<file path="config.mk">
export PLATFORM = sky130hd
export DESIGN_NAME = spi_mult_sequencer_flat
export DESIGN_NICKNAME = d
export VERILOG_FILES = /design/src/rtl/spi_mult_sequencer_pkg.sv /design/src/rtl/spi_mult_sequencer_if.sv /design/src/rtl/spi_mult_sequencer_shift_add_mult.sv /design/src/rtl/spi_mult_sequencer.sv /design/src/flat_wrapper.sv
export SDC_FILE = /design/constraint.sdc
export NUM_CORES = 1
export LEC_CHECK = 0
export CAP_MARGIN = 20
export CORE_MARGIN = 2
export CORE_UTILIZATION = 45
export DETAILED_ROUTE_END_ITERATION = 8
export GPL_TIMING_DRIVEN = 1
export PLACE_DENSITY = 0.63
export SLEW_MARGIN = 5
export SYNTH_ARGS = -nofsm -noshare
export SYNTH_HDL_FRONTEND = slang
export SYNTH_SLANG_ARGS = --single-unit
</file>
<file path="constraint.sdc">
create_clock -name clk -period 4.8 [get_ports clk]
set_clock_uncertainty 0.05 [all_clocks]
set_input_delay 0.96 -clock clk [delete_from_list [all_inputs] [get_ports clk]]
set_output_delay 0.96 -clock clk [all_outputs]
set_load 0.05 [all_outputs]
</file>
<file path="src/rtl/spi_mult_sequencer_pkg.sv">
`default_nettype none
// ============================================================================
//  Module   : spi_mult_pkg
//  Purpose  : Shared types and constants for the SPI multiply sequencer:
//             FSM state encoding, SPI frame width, default RX timeout.
//  Options  : SPI_MULT_SIGNED_EN (consumed by shift_add_mult)
//  Revision : 1.0  initial release
// ============================================================================
package spi_mult_pkg;

    localparam int FRAME_W        = 16;
    localparam int DEF_RX_TIMEOUT = 1024;

    typedef enum logic [2:0] {
        IDLE    = 3'd0,
        WAIT_B  = 3'd1,
        MULT    = 3'd2,
        SEND_HI = 3'd3,
        WAIT_HI = 3'd4,
        SEND_LO = 3'd5,
        WAIT_LO = 3'd6
    } state_t;

endpackage : spi_mult_pkg
`default_nettype wire

</file>
<file path="src/rtl/spi_mult_sequencer_if.sv">
`default_nettype none
// ============================================================================
//  Module   : spi_mult_sequencer_if
//  Purpose  : Frame-level link between the SPI block and the multiply
//             sequencer. 'master' is the SPI/host side, 'slave' is the
//             sequencer side.
//  Revision : 1.0  initial release
// ============================================================================
interface spi_mult_sequencer_if #(
    parameter int WIDTH = spi_mult_pkg::FRAME_W
);
    logic                 rx_valid;
    logic [WIDTH-1:0]     rx_data;
    logic                 tx_done;
    logic                 tx_start;
    logic [WIDTH-1:0]     tx_data;
    logic                 busy;
    logic [2*WIDTH-1:0]   result;
    logic                 result_valid;
    logic                 overrun;

    modport master (
        output rx_valid, rx_data, tx_done,
        input  tx_start, tx_data, busy, result, result_valid, overrun
    );

    modport slave (
        input  rx_valid, rx_data, tx_done,
        output tx_start, tx_data, busy, result, result_valid, overrun
    );
endinterface : spi_mult_sequencer_if
`default_nettype wire

</file>
<file path="src/rtl/spi_mult_sequencer_shift_add_mult.sv">
`default_nettype none
// ============================================================================
//  Module   : shift_add_mult
//  Purpose  : Radix-2 iterative shift-add multiplier. Operands are loaded on
//             'start', one multiplier bit is consumed per cycle for WIDTH
//             cycles, then 'done' pulses with 'product' valid.
//  Options  : SPI_MULT_SIGNED_EN - two's complement operands; magnitudes are
//             multiplied and one extra cycle conditionally negates.
//  Revision : 1.0  initial release
// ============================================================================
module shift_add_mult
    import spi_mult_pkg::*;
#(
    parameter int WIDTH = FRAME_W
)(
    input  logic                 clk,
    input  logic                 reset,
    input  logic                 start,
    input  logic [WIDTH-1:0]     op_a,
    input  logic [WIDTH-1:0]     op_b,
    output logic                 done,
    output logic [2*WIDTH-1:0]   product
);

    localparam int PW    = 2 * WIDTH;
    localparam int CNT_W = $clog2(WIDTH + 1);
    localparam logic [CNT_W-1:0] C_LAST = CNT_W'(WIDTH - 1);

    logic [PW-1:0]     r_acc;
    logic [PW-1:0]     r_mcand;
    logic [WIDTH-1:0]  r_mplier;
    logic [CNT_W-1:0]  r_cnt;
    logic              r_run;
    logic              r_done;
    logic [WIDTH-1:0]  w_mag_a;
    logic [WIDTH-1:0]  w_mag_b;

`ifdef SPI_MULT_SIGNED_EN
    logic              r_neg;
    logic              r_fix;

    assign w_mag_a = op_a[WIDTH-1] ? ((~op_a) + WIDTH'(1)) : op_a;
    assign w_mag_b = op_b[WIDTH-1] ? ((~op_b) + WIDTH'(1)) : op_b;
`else
    assign w_mag_a = op_a;
    assign w_mag_b = op_b;
`endif

    // Load on start, then accumulate one partial product per cycle
    always_ff @(posedge clk) begin
        if (reset) begin
            r_acc    <= '0;
            r_mcand  <= '0;
            r_mplier <= '0;
            r_cnt    <= '0;
            r_run    <= 1'b0;
            r_done   <= 1'b0;
`ifdef SPI_MULT_SIGNED_EN
            r_neg    <= 1'b0;
            r_fix    <= 1'b0;
`endif
        end else begin
            r_done <= 1'b0;
            if (start) begin
                r_acc    <= '0;
                r_mcand  <= {{WIDTH{1'b0}}, w_mag_a};
                r_mplier <= w_mag_b;
                r_cnt    <= '0;
                r_run    <= 1'b1;
`ifdef SPI_MULT_SIGNED_EN
                r_neg    <= op_a[WIDTH-1] ^ op_b[WIDTH-1];
                r_fix    <= 1'b0;
`endif
            end else if (r_run) begin
                if (r_mplier[0]) begin
                    r_acc <= r_acc + r_mcand;
                end
                r_mcand  <= r_mcand << 1;
                r_mplier <= r_mplier >> 1;
                r_cnt    <= r_cnt + CNT_W'(1);
                if (r_cnt == C_LAST) begin
                    r_run <= 1'b0;
`ifdef SPI_MULT_SIGNED_EN
                    r_fix <= 1'b1;
`else
                    r_done <= 1'b1;
`endif
                end
`ifdef SPI_MULT_SIGNED_EN
            end else if (r_fix) begin
                // Sign correction pass: magnitude product becomes signed
                r_fix  <= 1'b0;
                r_done <= 1'b1;
                if (r_neg) begin
                    r_acc <= (~r_acc) + PW'(1);
                end
`endif
            end
        end
    end

    assign done    = r_done;
    assign product = r_acc;

endmodule : shift_add_mult
`default_nettype wire

</file>
<file path="src/rtl/spi_mult_sequencer.sv">
`default_nettype none
// ============================================================================
//  Module   : spi_mult_sequencer
//  Purpose  : Collects two operand frames from the SPI receive path,
//             multiplies them, and returns the 2*WIDTH product as two frames
//             (high half first) through the SPI transmit path.
//  Options  : SPI_MULT_SIGNED_EN - signed multiply (one extra MULT cycle)
//  Revision : 1.0  initial release
// ============================================================================
module spi_mult_sequencer
    import spi_mult_pkg::*;
#(
    parameter int WIDTH      = FRAME_W,
    parameter int RX_TIMEOUT = DEF_RX_TIMEOUT
)(
    input  logic                 clk,
    input  logic                 reset,
    spi_mult_sequencer_if.slave  bus
);

    localparam int TO_W = (RX_TIMEOUT > 1) ? $clog2(RX_TIMEOUT) : 1;
    localparam logic [TO_W-1:0] C_TO_LAST = TO_W'(RX_TIMEOUT - 1);
    localparam bit C_TO_EN = (RX_TIMEOUT != 0);

    state_t              r_state;
    logic [WIDTH-1:0]    r_op_a;
    logic [TO_W-1:0]     r_to;
    logic                r_tx_start;
    logic [WIDTH-1:0]    r_tx_data;
    logic                r_busy;
    logic [2*WIDTH-1:0]  r_result;
    logic                r_result_valid;
    logic                r_overrun;

    logic                w_mult_start;
    logic                w_mult_done;
    logic [2*WIDTH-1:0]  w_product;
    logic                w_timeout;
    logic                w_rx_blocked;

    // Operand B goes straight from the receive bus into the multiplier so the
    // iterations begin on the edge after B is sampled.
    assign w_mult_start = (r_state == WAIT_B) && bus.rx_valid;
    assign w_timeout    = C_TO_EN && (r_to == C_TO_LAST);
    assign w_rx_blocked = bus.rx_valid && (r_state != IDLE) && (r_state != WAIT_B);

    shift_add_mult #(
        .WIDTH   (WIDTH)
    ) u_mult (
        .clk     (clk),
        .reset   (reset),
        .start   (w_mult_start),
        .op_a    (r_op_a),
        .op_b    (bus.rx_data),
        .done    (w_mult_done),
        .product (w_product)
    );

    // Frame sequencing FSM with registered outputs
    always_ff @(posedge clk) begin
        if (reset) begin
            r_state        <= IDLE;
            r_op_a         <= '0;
            r_to           <= '0;
            r_tx_start     <= 1'b0;
            r_tx_data      <= '0;
            r_busy         <= 1'b0;
            r_result       <= '0;
            r_result_valid <= 1'b0;
            r_overrun      <= 1'b0;
        end else begin
            r_tx_start     <= 1'b0;
            r_result_valid <= 1'b0;

            // A frame arriving while one cannot be accepted is lost
            if (w_rx_blocked) begin
                r_overrun <= 1'b1;
            end

            case (r_state)
                IDLE: begin
                    if (bus.rx_valid) begin
                        r_op_a  <= bus.rx_data;
                        r_to    <= '0;
                        r_busy  <= 1'b1;
                        r_state <= WAIT_B;
                    end
                end
                WAIT_B: begin
                    // A late B arriving on the timeout edge still wins
                    if (bus.rx_valid) begin
                        r_state <= MULT;
                    end else if (w_timeout) begin
                        r_op_a  <= '0;
                        r_busy  <= 1'b0;
                        r_state <= IDLE;
                    end else begin
                        r_to <= r_to + TO_W'(1);
                    end
                end
                MULT: begin
                    if (w_mult_done) begin
                        r_result       <= w_product;
                        r_result_valid <= 1'b1;
                        r_tx_start     <= 1'b1;
                        r_tx_data      <= w_product[2*WIDTH-1:WIDTH];
                        r_state        <= SEND_HI;
                    end
                end
                SEND_HI: begin
                    r_state <= WAIT_HI;
                end
                WAIT_HI: begin
                    if (bus.tx_done) begin
                        r_tx_start <= 1'b1;
                        r_tx_data  <= r_result[WIDTH-1:0];
                        r_state    <= SEND_LO;
                    end
                end
                SEND_LO: begin
                    r_state <= WAIT_LO;
                end
                WAIT_LO: begin
                    if (bus.tx_done) begin
                        r_busy  <= 1'b0;
                        r_state <= IDLE;
                    end
                end
                default: begin
                    r_busy  <= 1'b0;
                    r_state <= IDLE;
                end
            endcase
        end
    end

    assign bus.tx_start     = r_tx_start;
    assign bus.tx_data      = r_tx_data;
    assign bus.busy         = r_busy;
    assign bus.result       = r_result;
    assign bus.result_valid = r_result_valid;
    assign bus.overrun      = r_overrun;

endmodule : spi_mult_sequencer
`default_nettype wire

</file>
<file path="src/flat_wrapper.sv">
// flat-port wrapper written by rule: the top's interface ports become plain ports
module spi_mult_sequencer_flat import spi_mult_pkg::*;
#(
    parameter int WIDTH      = FRAME_W,
    parameter int RX_TIMEOUT = DEF_RX_TIMEOUT
)
  (clk, reset, bus_rx_valid, bus_rx_data, bus_tx_done, bus_tx_start, bus_tx_data, bus_busy, bus_result, bus_result_valid, bus_overrun);
  spi_mult_sequencer_if #(.WIDTH(WIDTH)) bus_i ();
  input  logic clk;
  input  logic reset;
  input wire logic [$bits(bus_i.rx_valid)-1:0] bus_rx_valid;
  input wire logic [$bits(bus_i.rx_data)-1:0] bus_rx_data;
  input wire logic [$bits(bus_i.tx_done)-1:0] bus_tx_done;
  output wire logic [$bits(bus_i.tx_start)-1:0] bus_tx_start;
  output wire logic [$bits(bus_i.tx_data)-1:0] bus_tx_data;
  output wire logic [$bits(bus_i.busy)-1:0] bus_busy;
  output wire logic [$bits(bus_i.result)-1:0] bus_result;
  output wire logic [$bits(bus_i.result_valid)-1:0] bus_result_valid;
  output wire logic [$bits(bus_i.overrun)-1:0] bus_overrun;
  assign bus_i.rx_valid = bus_rx_valid;
  assign bus_i.rx_data = bus_rx_data;
  assign bus_i.tx_done = bus_tx_done;
  assign bus_tx_start = bus_i.tx_start;
  assign bus_tx_data = bus_i.tx_data;
  assign bus_busy = bus_i.busy;
  assign bus_result = bus_i.result;
  assign bus_result_valid = bus_i.result_valid;
  assign bus_overrun = bus_i.overrun;
  spi_mult_sequencer #(.WIDTH(WIDTH), .RX_TIMEOUT(RX_TIMEOUT)) u_core (.clk(clk), .reset(reset), .bus(bus_i));
endmodule
</file>
==> results.sh, run 1 <==
export IMPL_reg2reg_slack_ns=1.75
export IMPL_fin_area_sq_mm=0.00967
export IMPL_dp_hpwl_um=14200
export IMPL_hp_class="flop to flop"
export IMPL_post_cts_setup_buffers=0
export IMPL_cp_end_kind="flop"
export IMPL_routed_wl_um=20600
export IMPL_p_leak_nw=3.53
export IMPL_vias_per_cell=5.63
export IMPL_arrival_ns=3.68
export IMPL_dieWidth_um=140
export IMPL_nFillCells=1780
export IMPL_area_growth_pct=16.9
export IMPL_cts_tree="yes"
export IMPL_root_buffer="clkbuf_16"
export IMPL_status="finished, final reports clean"
export IMPL_final_cell_mix="dfxtp_1 (167), nand2_1 (145), nor2_1 (118)"
export IMPL_worstSetupPathType="input port to flop"
export IMPL_ys_dominant_reg_cell="dfxtp_1"
export IMPL_max_cap_violations=0
export IMPL_clockBufferDepth=2
export IMPL_synth_distinct_cells=57
export IMPL_io_pins=72
export IMPL_synth_edf_count=0
export IMPL_drtIter0Drc=420
export IMPL_die_h_um=140
export IMPL_report_final_hold_viol_count=0
export IMPL_netlist_top_cells_area="dfxtp_1 (41%), mux2i_1 (7.9%), nand2_1 (6.6%), a21oi_1 (6.3%), nor2_1 (5.4%)"
export IMPL_firstDrtPassIters=6
export IMPL_ys_seq_area_share_pct=40.7
export IMPL_grt_max_degree=104
export IMPL_grt_pass1_wl_um=34100
export IMPL_synth_avg_cell_area_sq_um=8.24
export IMPL_nets=1093
export IMPL_postRouteAntennaNets=0
export IMPL_synth_top_cell_area_share_pct=40.7
export IMPL_route_detailed_drc=0
export IMPL_timing_fmax_ghz=0.295
export IMPL_final_layout_size_suffix_gt1_share_pct=4.57
export IMPL_gp_congestion=0.938
export IMPL_power_density_mw_per_mm2=315
export IMPL_crit_fanout=19
export IMPL_antenna_cells=0
export IMPL_post_dp_cell_area_sq_mm=0.00908
export IMPL_antenna_found_initial=0
export IMPL_synth_warnings=0
export IMPL_cts_max_level=4
export IMPL_startpoint_type="input port"
export IMPL_synth_nets=1058
export IMPL_wire_per_inst_um=16.1
export IMPL_cts_sinks=168
export IMPL_slew_headroom_pct=25.8
export IMPL_cts_resized=0
export IMPL_cts_clk_slew_worst_paths_ns=0.07
export IMPL_setup_tns_ns=0
export IMPL_min_period_over_period_pct=70.5
export IMPL_rsz0062_at_grt="no"
export IMPL_core_area_sq_mm=0.0180
export IMPL_portBuffers=71
export IMPL_synth_top_area_cell="dfxtp_1"
export IMPL_track_usage_pct=21.3
export IMPL_setup_viol=0
export IMPL_synthCells=1003
export IMPL_synth_area_sq_mm=0.00827
export IMPL_fin_crit_ns=3.39
export IMPL_layout_commonest_cell="dfxtp_1"
export IMPL_max_vdd_ir_drop_mv=0.205
export IMPL_insertion_delay_ns=0.42
export IMPL_required_ns=5.10
export IMPL_synthArstFlopShare_pct=0
export IMPL_finalPower_mw=3.05
export IMPL_die_area_sq_mm=0.0195
export IMPL_rows=49
export IMPL_drv_slew=0
export IMPL_gr_total_overflow=0
export IMPL_worstMarginPinSlew_ns=1.11
export IMPL_grt_pass1_vias=6504
export IMPL_start_util_pct=45.9
export IMPL_cts_buffers=17
export IMPL_via_count=7200
export IMPL_ys_seq_elements=168
export IMPL_cts_hold_buf=0
==> path summary, 6_finish.rpt <==
kind,depth (start not counted),endpoint,start
setup / recovery,9,u_core.u_mult.product[28],bus_rx_valid
hold / removal,2,u_core.r_op_a[2],u_core.r_op_a[2]
setup reg to reg,11,u_core.u_mult.product[26],u_core.u_mult.r_mcand[0]
hold reg to reg,2,u_core.r_op_a[2],u_core.r_op_a[2]
==> Yosys cell counts, types with 9 or more instances <==
master / n
a21o_1: 23
nand3_1: 40
clkbuf_1: 47
nor3_1: 13
xor2_1: 18
o21ai_1: 21
nand2_1: 145
buf_1: 14
nor2_1: 118
ha_1: 34
dfxtp_1: 168
mux2i_1: 65
nand4_1: 14
a211oi_1: 56
xnor2_1: 10
o21ai_0: 9
a21oi_1: 104
==> registers in the layout, indices dropped and copies added (netlist names) <==
signal	cells
u_core.bus.result_valid	1
u_core.bus.tx_data	16
u_core.u_mult.r_mcand	32
u_core.u_mult.product	32
u_core.u_mult.r_mplier	16
u_core.bus.busy	1
u_core.u_mult.done	1
u_core.bus.overrun	1
u_core.r_to	10
u_core.u_mult.r_run	1
u_core.bus.result	32
u_core.r_state	3
u_core.r_op_a	16
u_core.bus.tx_start	1
u_core.u_mult.r_cnt	5
==> report_power, final <==
part / switching [mW] / total, mW / internal (mW)
Sequential: 0.0332 / 1.47 / 1.44
Clock: 0.601 / 1.33 / 0.730
Combinational: 0.151 / 0.248 / 0.0967
Total: 0.786 / 3.05 / 2.26
==> layer usage <==
layer	vias to the layer above	share of wire, %	track usage (%)
li1	3632	-	-
met1	3403	50	31.5
met2	153	45	32.6
met3	12	4.5	3.75
met4	0	0.60	4.74
met5	-	0	0
==> cells by family (layout without fill, tap and decap cells) <==
| kind of cell | Yosys count | in the layout | synth area share [%] |
|---|---|---|---|
| compound gates | 244 | 244 | 18.3 |
| xor+xnor | 28 | 28 | 2.97 |
| fa+ha+maj | 35 | 35 | 5.39 |
| buf+inv | 72 | 120 | 3.31 |
| flops | 168 | 168 | 40.7 |
| mux | 68 | 68 | 8.28 |
| simple gates | 388 | 388 | 21.1 |
==> layout make-up <==
| class | count | area [sq um] | area share (%) |
|---|---|---|---|
| clock buffers | 19 | 433 | 4.48 |
| clock inverters | 13 | 136 | 1.41 |
| inverters | 8 | 30.0 | 0.311 |
| multi-input cells | 763 | 4640 | 47.9 |
| flip-flops and latches | 168 | 3360 | 34.8 |
| well taps | 229 | 287 | 2.96 |
| repair buffers | 80 | 783 | 8.10 |
==> per-stage QoR <==
step,worst slack [ns],hold WS (ns),util (%),instances
final,1.41,0.401,53.6,1280
after global routing,1.21,0.425,53.6,1280
after CTS,1.45,0.404,53.5,1279
after detailed placement,1.02,0.395,50.4,1247
after global placement,1.09,0.391,50.4,1247
after floorplan,2.15,0.382,-,1003
==> critical path, stage by stage <==
cell and delay, ns:
clkdlybuf4s50_1 0.53, nor2b_1 0.23, and3b_1 0.25, nor2_2 0.62, nand2_1 0.42, nor3b_1 0.35
nand2_1 0.09, a21o_1 0.16, o211ai_1 0.07
No activity file was read; power rests on OpenSTA's default activity.
==> run 2, diff against run 1 <==
==> constraint.sdc (replaced) <==
create_clock -name clk -period 3.5 [get_ports clk]
set_clock_uncertainty 0.05 [all_clocks]
set_input_delay 0.7 -clock clk [delete_from_list [all_inputs] [get_ports clk]]
set_output_delay 0.7 -clock clk [all_outputs]
set_load 0.05 [all_outputs]
==> results.sh, run 2 (synthesis gave the netlist of run 1 again) <==
export IMPL_portBuffers=71
export IMPL_wire_per_inst_um=16.1
export IMPL_via_count=7145
export IMPL_fin_crit_ns=2.92
export IMPL_antenna_found_initial=0
export IMPL_dieWidth_um=140
export IMPL_report_final_hold_viol_count=0
export IMPL_cp_num_buf_inv=1
export IMPL_nFillCells=1747
export IMPL_crit_fanout=5
export IMPL_die_area_sq_mm=0.0195
export IMPL_crit_path_frequent_cell="a211o_1"
export IMPL_postRouteAntennaNets=0
export IMPL_setup_viol=0
export IMPL_setup_tns_ns=0
export IMPL_drv_slew=0
export IMPL_p_leak_nw=3.57
export IMPL_place_inst=1252
export IMPL_pre_cts_ws_ns=0.603
export IMPL_core_area_sq_mm=0.0180
export IMPL_nets=1097
export IMPL_cts_max_level=4
export IMPL_root_buffer="clkbuf_16"
export IMPL_track_usage_pct=21.4
export IMPL_insertion_delay_ns=0.43
export IMPL_cts_buffers=17
export IMPL_cp_end_kind="flop"
export IMPL_drtIter0Drc=456
export IMPL_fin_area_sq_mm=0.00975
export IMPL_timing_fmax_ghz=0.343
export IMPL_crit_chain="ha_1 > inv_1 > fa_1 > and2b_1 > o21ai_2 > a211o_1 > a211o_1 > a21oi_2 > nor2_1 > or4_1 > a31oi_1"
export IMPL_die_h_um=140
export IMPL_fin_cells=1282
export IMPL_max_vdd_ir_drop_mv=0.457
export IMPL_arrival_ns=3.23
export IMPL_post_cts_setup_buffers=0
export IMPL_area_growth_pct=17.9
export IMPL_cts_clk_slew_worst_paths_ns=0.07
export IMPL_grt_pass1_wl_um=34100
export IMPL_required_ns=3.81
export IMPL_clockBufferDepth=2
export IMPL_final_cell_mix="dfxtp_1 (167), nand2_1 (145), nor2_1 (118)"
export IMPL_status="finished, final reports clean"
export IMPL_cp_top_family="compound AO/OA/AOI/OAI gates"
export IMPL_cpPeakStageDelay_ns=0.42
export IMPL_io_pins=72
export IMPL_cts_tree="yes"
export IMPL_cts_sinks=168
export IMPL_startpoint_type="flop"
export IMPL_firstDrtPassIters=5
export IMPL_hp_class="flop to flop"
export IMPL_gp_congestion=0.945
export IMPL_slowest_stage="or4_1"
export IMPL_worstSetupPathType="flop to flop"
export IMPL_slew_headroom_pct=43.5
export IMPL_gr_total_overflow=0
export IMPL_routed_wl_um=20700
export IMPL_grt_max_degree=64
export IMPL_rows=49
export IMPL_vias_per_cell=5.57
export IMPL_layout_commonest_cell="dfxtp_1"
export IMPL_antenna_cells=0
export IMPL_rsz0062_at_grt="no"
export IMPL_worstMarginPinSlew_ns=0.845
export IMPL_finish_utilization_pct=54.1
export IMPL_max_cap_violations=0
export IMPL_post_dp_cell_area_sq_mm=0.00912
export IMPL_grt_pass1_vias=6640
export IMPL_power_density_mw_per_mm2=452
export IMPL_route_detailed_drc=0
export IMPL_cts_hold_buf=0
export IMPL_start_util_pct=45.9
export IMPL_setup_slack_ns=0.583
export IMPL_min_period_over_period_pct=83.4
export IMPL_cts_resized=0
export IMPL_final_layout_size_suffix_gt1_share_pct=4.84
export IMPL_dp_hpwl_um=14400
[run 2: cell types whose count changed in the layout (fill, tap and decap cells not counted), sizes merged]
cell,previous run,this run
buf,10,14
bufinv,1,4
clkbuf,19,18
clkinv,4,0
[run 2: final cells by class]
type,count,area [sq um],area share (%)
clock buffer,18,439,4.51
clock inverter,12,189,1.94
inverter,8,30.0,0.308
multi-input combinational,763,4630,47.5
sequential,168,3360,34.5
tap,229,287,2.94
timing repair buffer,84,806,8.27
[run 2: worst reg2reg max path, stage by stage, from the launching register on]
cell and delay, ns:
dfxtp_1 0.37, ha_1 0.20, inv_1 0.06, fa_1 0.37, and2b_1 0.24, o21ai_2 0.08
a211o_1 0.33, a211o_1 0.30, a21oi_2 0.16, nor2_1 0.10, or4_1 0.42, a31oi_1 0.17
[run 2: worst paths after layout]
| path | cells after the start | slack, ns | startpoint | end |
|---|---|---|---|---|
| worst min register to register | 2 | 0.40 | u_core.r_op_a[13] | u_core.r_op_a[13] |
| worst min-delay path | 2 | 0.40 | u_core.r_op_a[13] | u_core.r_op_a[13] |
| worst max-delay path | 11 | 0.58 | u_core.u_mult.product[0] | u_core.u_mult.product[26] |
| worst max register to register | 11 | 0.58 | u_core.u_mult.product[0] | u_core.u_mult.product[26] |
[run 2: power by group]
part	total [mW]	internal [mW]	leakage, nW	switching (mW)
logic	0.336	0.135	1.92	0.201
registers	2.02	1.97	1.36	0.0531
clock network	2.05	1.22	0.298	0.825
total	4.40	3.32	3.57	1.08
[run 2: through the flow]
step	power, mW	hold WS, ns
after global routing	4.56	0.428
after global placement	2.40	0.387
after detailed placement	2.40	0.397
after floorplan	2.30	0.382
final	4.40	0.403
after CTS	4.44	0.406
[run 2: per-layer routing]
layer	GRT usage, %	part of all wire, %	wire length, um	up-vias
met2	32.0	43	8910	176
met4	6.53	1.7	347	0
li1	-	-	-	3635
met3	4.16	5.1	1060	23
met5	0	0	0	-
met1	31.2	50	10400	3311
==> run 3, diff against run 2 <==
--- a/config.mk
+++ b/config.mk
@@ -10,7 +10,7 @@
 export CORE_UTILIZATION = 45
 export DETAILED_ROUTE_END_ITERATION = 8
 export GPL_TIMING_DRIVEN = 1
-export PLACE_DENSITY = 0.63
+export PLACE_DENSITY = 0.65
 export SLEW_MARGIN = 5
 export SYNTH_ARGS = -nofsm -noshare
 export SYNTH_HDL_FRONTEND = slang
==> constraint.sdc (replaced) <==
create_clock -name clk -period 2.4 [get_ports clk]
set_clock_uncertainty 0.05 [all_clocks]
set_input_delay 0.48 -clock clk [delete_from_list [all_inputs] [get_ports clk]]
set_output_delay 0.48 -clock clk [all_outputs]
set_load 0.05 [all_outputs]
==> results.sh, run 3 (synthesis gave the netlist of run 1 again) <==
export IMPL_p_leak_nw=4.26
export IMPL_setup_slack_ns=-0.361
export IMPL_insertion_delay_ns=0.43
export IMPL_status="finished with violations"
export IMPL_share_comb_of_total_power_pct=9.7
export IMPL_grt_max_degree=64
export IMPL_crit_fanout=5
export IMPL_area_growth_pct=31.3
export IMPL_cts_max_level=4
export IMPL_rows=49
export IMPL_cts_clk_slew_worst_paths_ns=0.07
export IMPL_layout_commonest_cell="dfxtp_1"
export IMPL_reg2reg_slack_ns=-0.36
export IMPL_nFillCells=1635
export IMPL_final_layout_size_suffix_gt1_share_pct=18.3
export IMPL_p_sw_mw=1.62
export IMPL_postRouteAntennaNets=0
export IMPL_gr_total_overflow=0
export IMPL_drtIter0Drc=486
export IMPL_hold_path_endpoint="u_core.u_mult.r_mcand[0]"
export IMPL_wire_per_inst_um=15.6
export IMPL_seq_power_share_pct=47.1
export IMPL_place_inst=1374
export IMPL_start_util_pct=45.9
export IMPL_nets=1230
export IMPL_io_pins=72
export IMPL_root_buffer="clkbuf_16"
export IMPL_worstMarginPinSlew_ns=0.690
export IMPL_cts_hold_buf=0
export IMPL_arrival_ns=3.07
export IMPL_post_dp_cell_area_sq_mm=0.0101
export IMPL_rsz0062_at_grt="yes"
export IMPL_internal_power_mw=4.59
export IMPL_grt_pass1_vias=7134
export IMPL_sw_frac_of_total_pct=26.1
export IMPL_crit_path_frequent_cell="a211o_1"
export IMPL_portBuffers=71
export IMPL_antenna_found_initial=1
export IMPL_dieWidth_um=140
export IMPL_grt_pass1_wl_um=35900
export IMPL_timing_fmax_ghz=0.362
export IMPL_cts_buffers=17
export IMPL_worstSetupPathType="flop to flop"
export IMPL_gp_congestion=0.922
export IMPL_violations="setup timing"
export IMPL_fin_cells=1417
export IMPL_die_area_sq_mm=0.0195
export IMPL_core_area_sq_mm=0.0180
export IMPL_vias_per_cell=5.45
export IMPL_routed_wl_um=22200
export IMPL_die_h_um=140
export IMPL_dp_hpwl_um=16000
export IMPL_firstDrtPassIters=5
export IMPL_r2r_start="u_core.u_mult.r_mcand[0]"
export IMPL_reg2reg_to="u_core.u_mult.product[26]"
export IMPL_ff2ff_path_depth=11
export IMPL_grt_util_met1_pct=32.5
export IMPL_fin_crit_ns=2.76
export IMPL_max_cap_violations=0
export IMPL_finalPower_mw=6.21
export IMPL_fin_area_sq_mm=0.0109
export IMPL_required_ns=2.71
export IMPL_min_period_over_period_pct=115
export IMPL_met3_usage_pct=4.78
export IMPL_slew_headroom_pct=54.0
export IMPL_fin_hold_ws_ns=0.395
export IMPL_antenna_cells=0
export IMPL_track_usage_pct=22.5
export IMPL_crit_chain="ha_4 > inv_2 > fa_2 > and2b_1 > o21ai_2 > a211o_1 > a211o_1 > a21oi_2 > nor2_2 > or4_1 > a31oi_1"
export IMPL_slowest_stage="or4_1"
export IMPL_cts_tree="yes"
export IMPL_cpPeakStageDelay_ns=0.40
export IMPL_drv_slew=0
export IMPL_route_detailed_drc=0
export IMPL_clockBufferDepth=2
export IMPL_critPathLaunch="u_core.u_mult.r_mcand[0]"
export IMPL_clkPwrFrac_pct=43.2
export IMPL_hp_class="flop to flop"
export IMPL_report_final_hold_viol_count=0
export IMPL_power_density_mw_per_mm2=572
export IMPL_cp_end_kind="flop"
export IMPL_cts_sinks=168
export IMPL_timing_hold_worst_start="u_core.r_op_a[0]"
export IMPL_setup_viol=8
export IMPL_use_met2_pct=34.0
export IMPL_busiest_layer="met2"
export IMPL_startpoint_type="flop"
export IMPL_final_cell_mix="dfxtp_1 (165), buf_4 (146), nand2_1 (144)"
export IMPL_via_count=7723
export IMPL_whs_path_depth=2
export IMPL_max_vdd_ir_drop_mv=0.459
## run 3: worst max-delay path by stage
stage / endpoint / cells after the start / slack, ns
6_report: u_core.u_mult.product[26] / 11 / -0.36
5_1_grt: u_core.u_mult.product[26] / 11 / -0.49
4_1_cts: u_core.u_mult.product[26] / 11 / -0.30
3_5_place_dp: u_core.u_mult.product[26] / 11 / -0.35
3_3_place_gp: u_core.u_mult.product[26] / 11 / -0.28
2_1_floorplan: u_core.u_mult.product[26] / 11 / -0.16
## run 3: cell type report
cell class	count	area [sq um]	share of cell area, %
clock inverters	14	135	1.24
repair buffers	217	1820	16.7
inverters	8	30.0	0.276
clock buffers	18	429	3.95
well taps	229	287	2.64
flip-flops and latches	168	3370	31.0
multi-input cells	763	4800	44.2
## run 3: timing repair
item                       4_1_cts  5_1_grt
setup endpoints to repair       11       18
pin swaps                        8       10
gates resized for setup          4       25
buffers inserted                 5        6
## run 3: through the flow
| step | TNS (ns) | util (%) | setup slack [ns] |
|---|---|---|---|
| finish | -2.07 | 60.3 | -0.361 |
| CTS | -1.34 | 59.3 | -0.305 |
| detailed placement | -1.54 | 55.9 | -0.349 |
| global placement | -1.20 | 55.9 | -0.278 |
| global route | -3.42 | 60.3 | -0.492 |
| floorplan | -0.297 | - | -0.163 |
## run 3: critical path, delay by kind of cell (launching register included)
kind | cells | cell delay (ns)
AO/OA/AOI/OAI | 5 | 1.04
AND/OR/NAND/NOR | 3 | 0.73
adder cells (fa/ha/maj) | 2 | 0.48
flip-flops | 1 | 0.35
buffers and inverters | 1 | 0.03
## run 3: routing by layer
| layer | vias to the layer above | wire length (um) | share of wire, % |
|---|---|---|---|
| met5 | - | 13 | 0.059 |
| met4 | 2 | 323 | 1.5 |
| met3 | 29 | 1270 | 5.7 |
| met2 | 186 | 9880 | 45 |
| met1 | 3606 | 10700 | 48 |
| li1 | 3900 | - | - |
## run 3: power by group through the flow
stage | sequential (mW) | combinational, mW | clock, mW
after global placement | 2.99 | 0.594 | 0
after CTS | 2.93 | 0.603 | 2.72
final | 2.93 | 0.603 | 2.68
after global routing | 2.94 | 0.666 | 2.83
after floorplan | 3.00 | 0.358 | 0
after detailed placement | 2.99 | 0.599 | 0
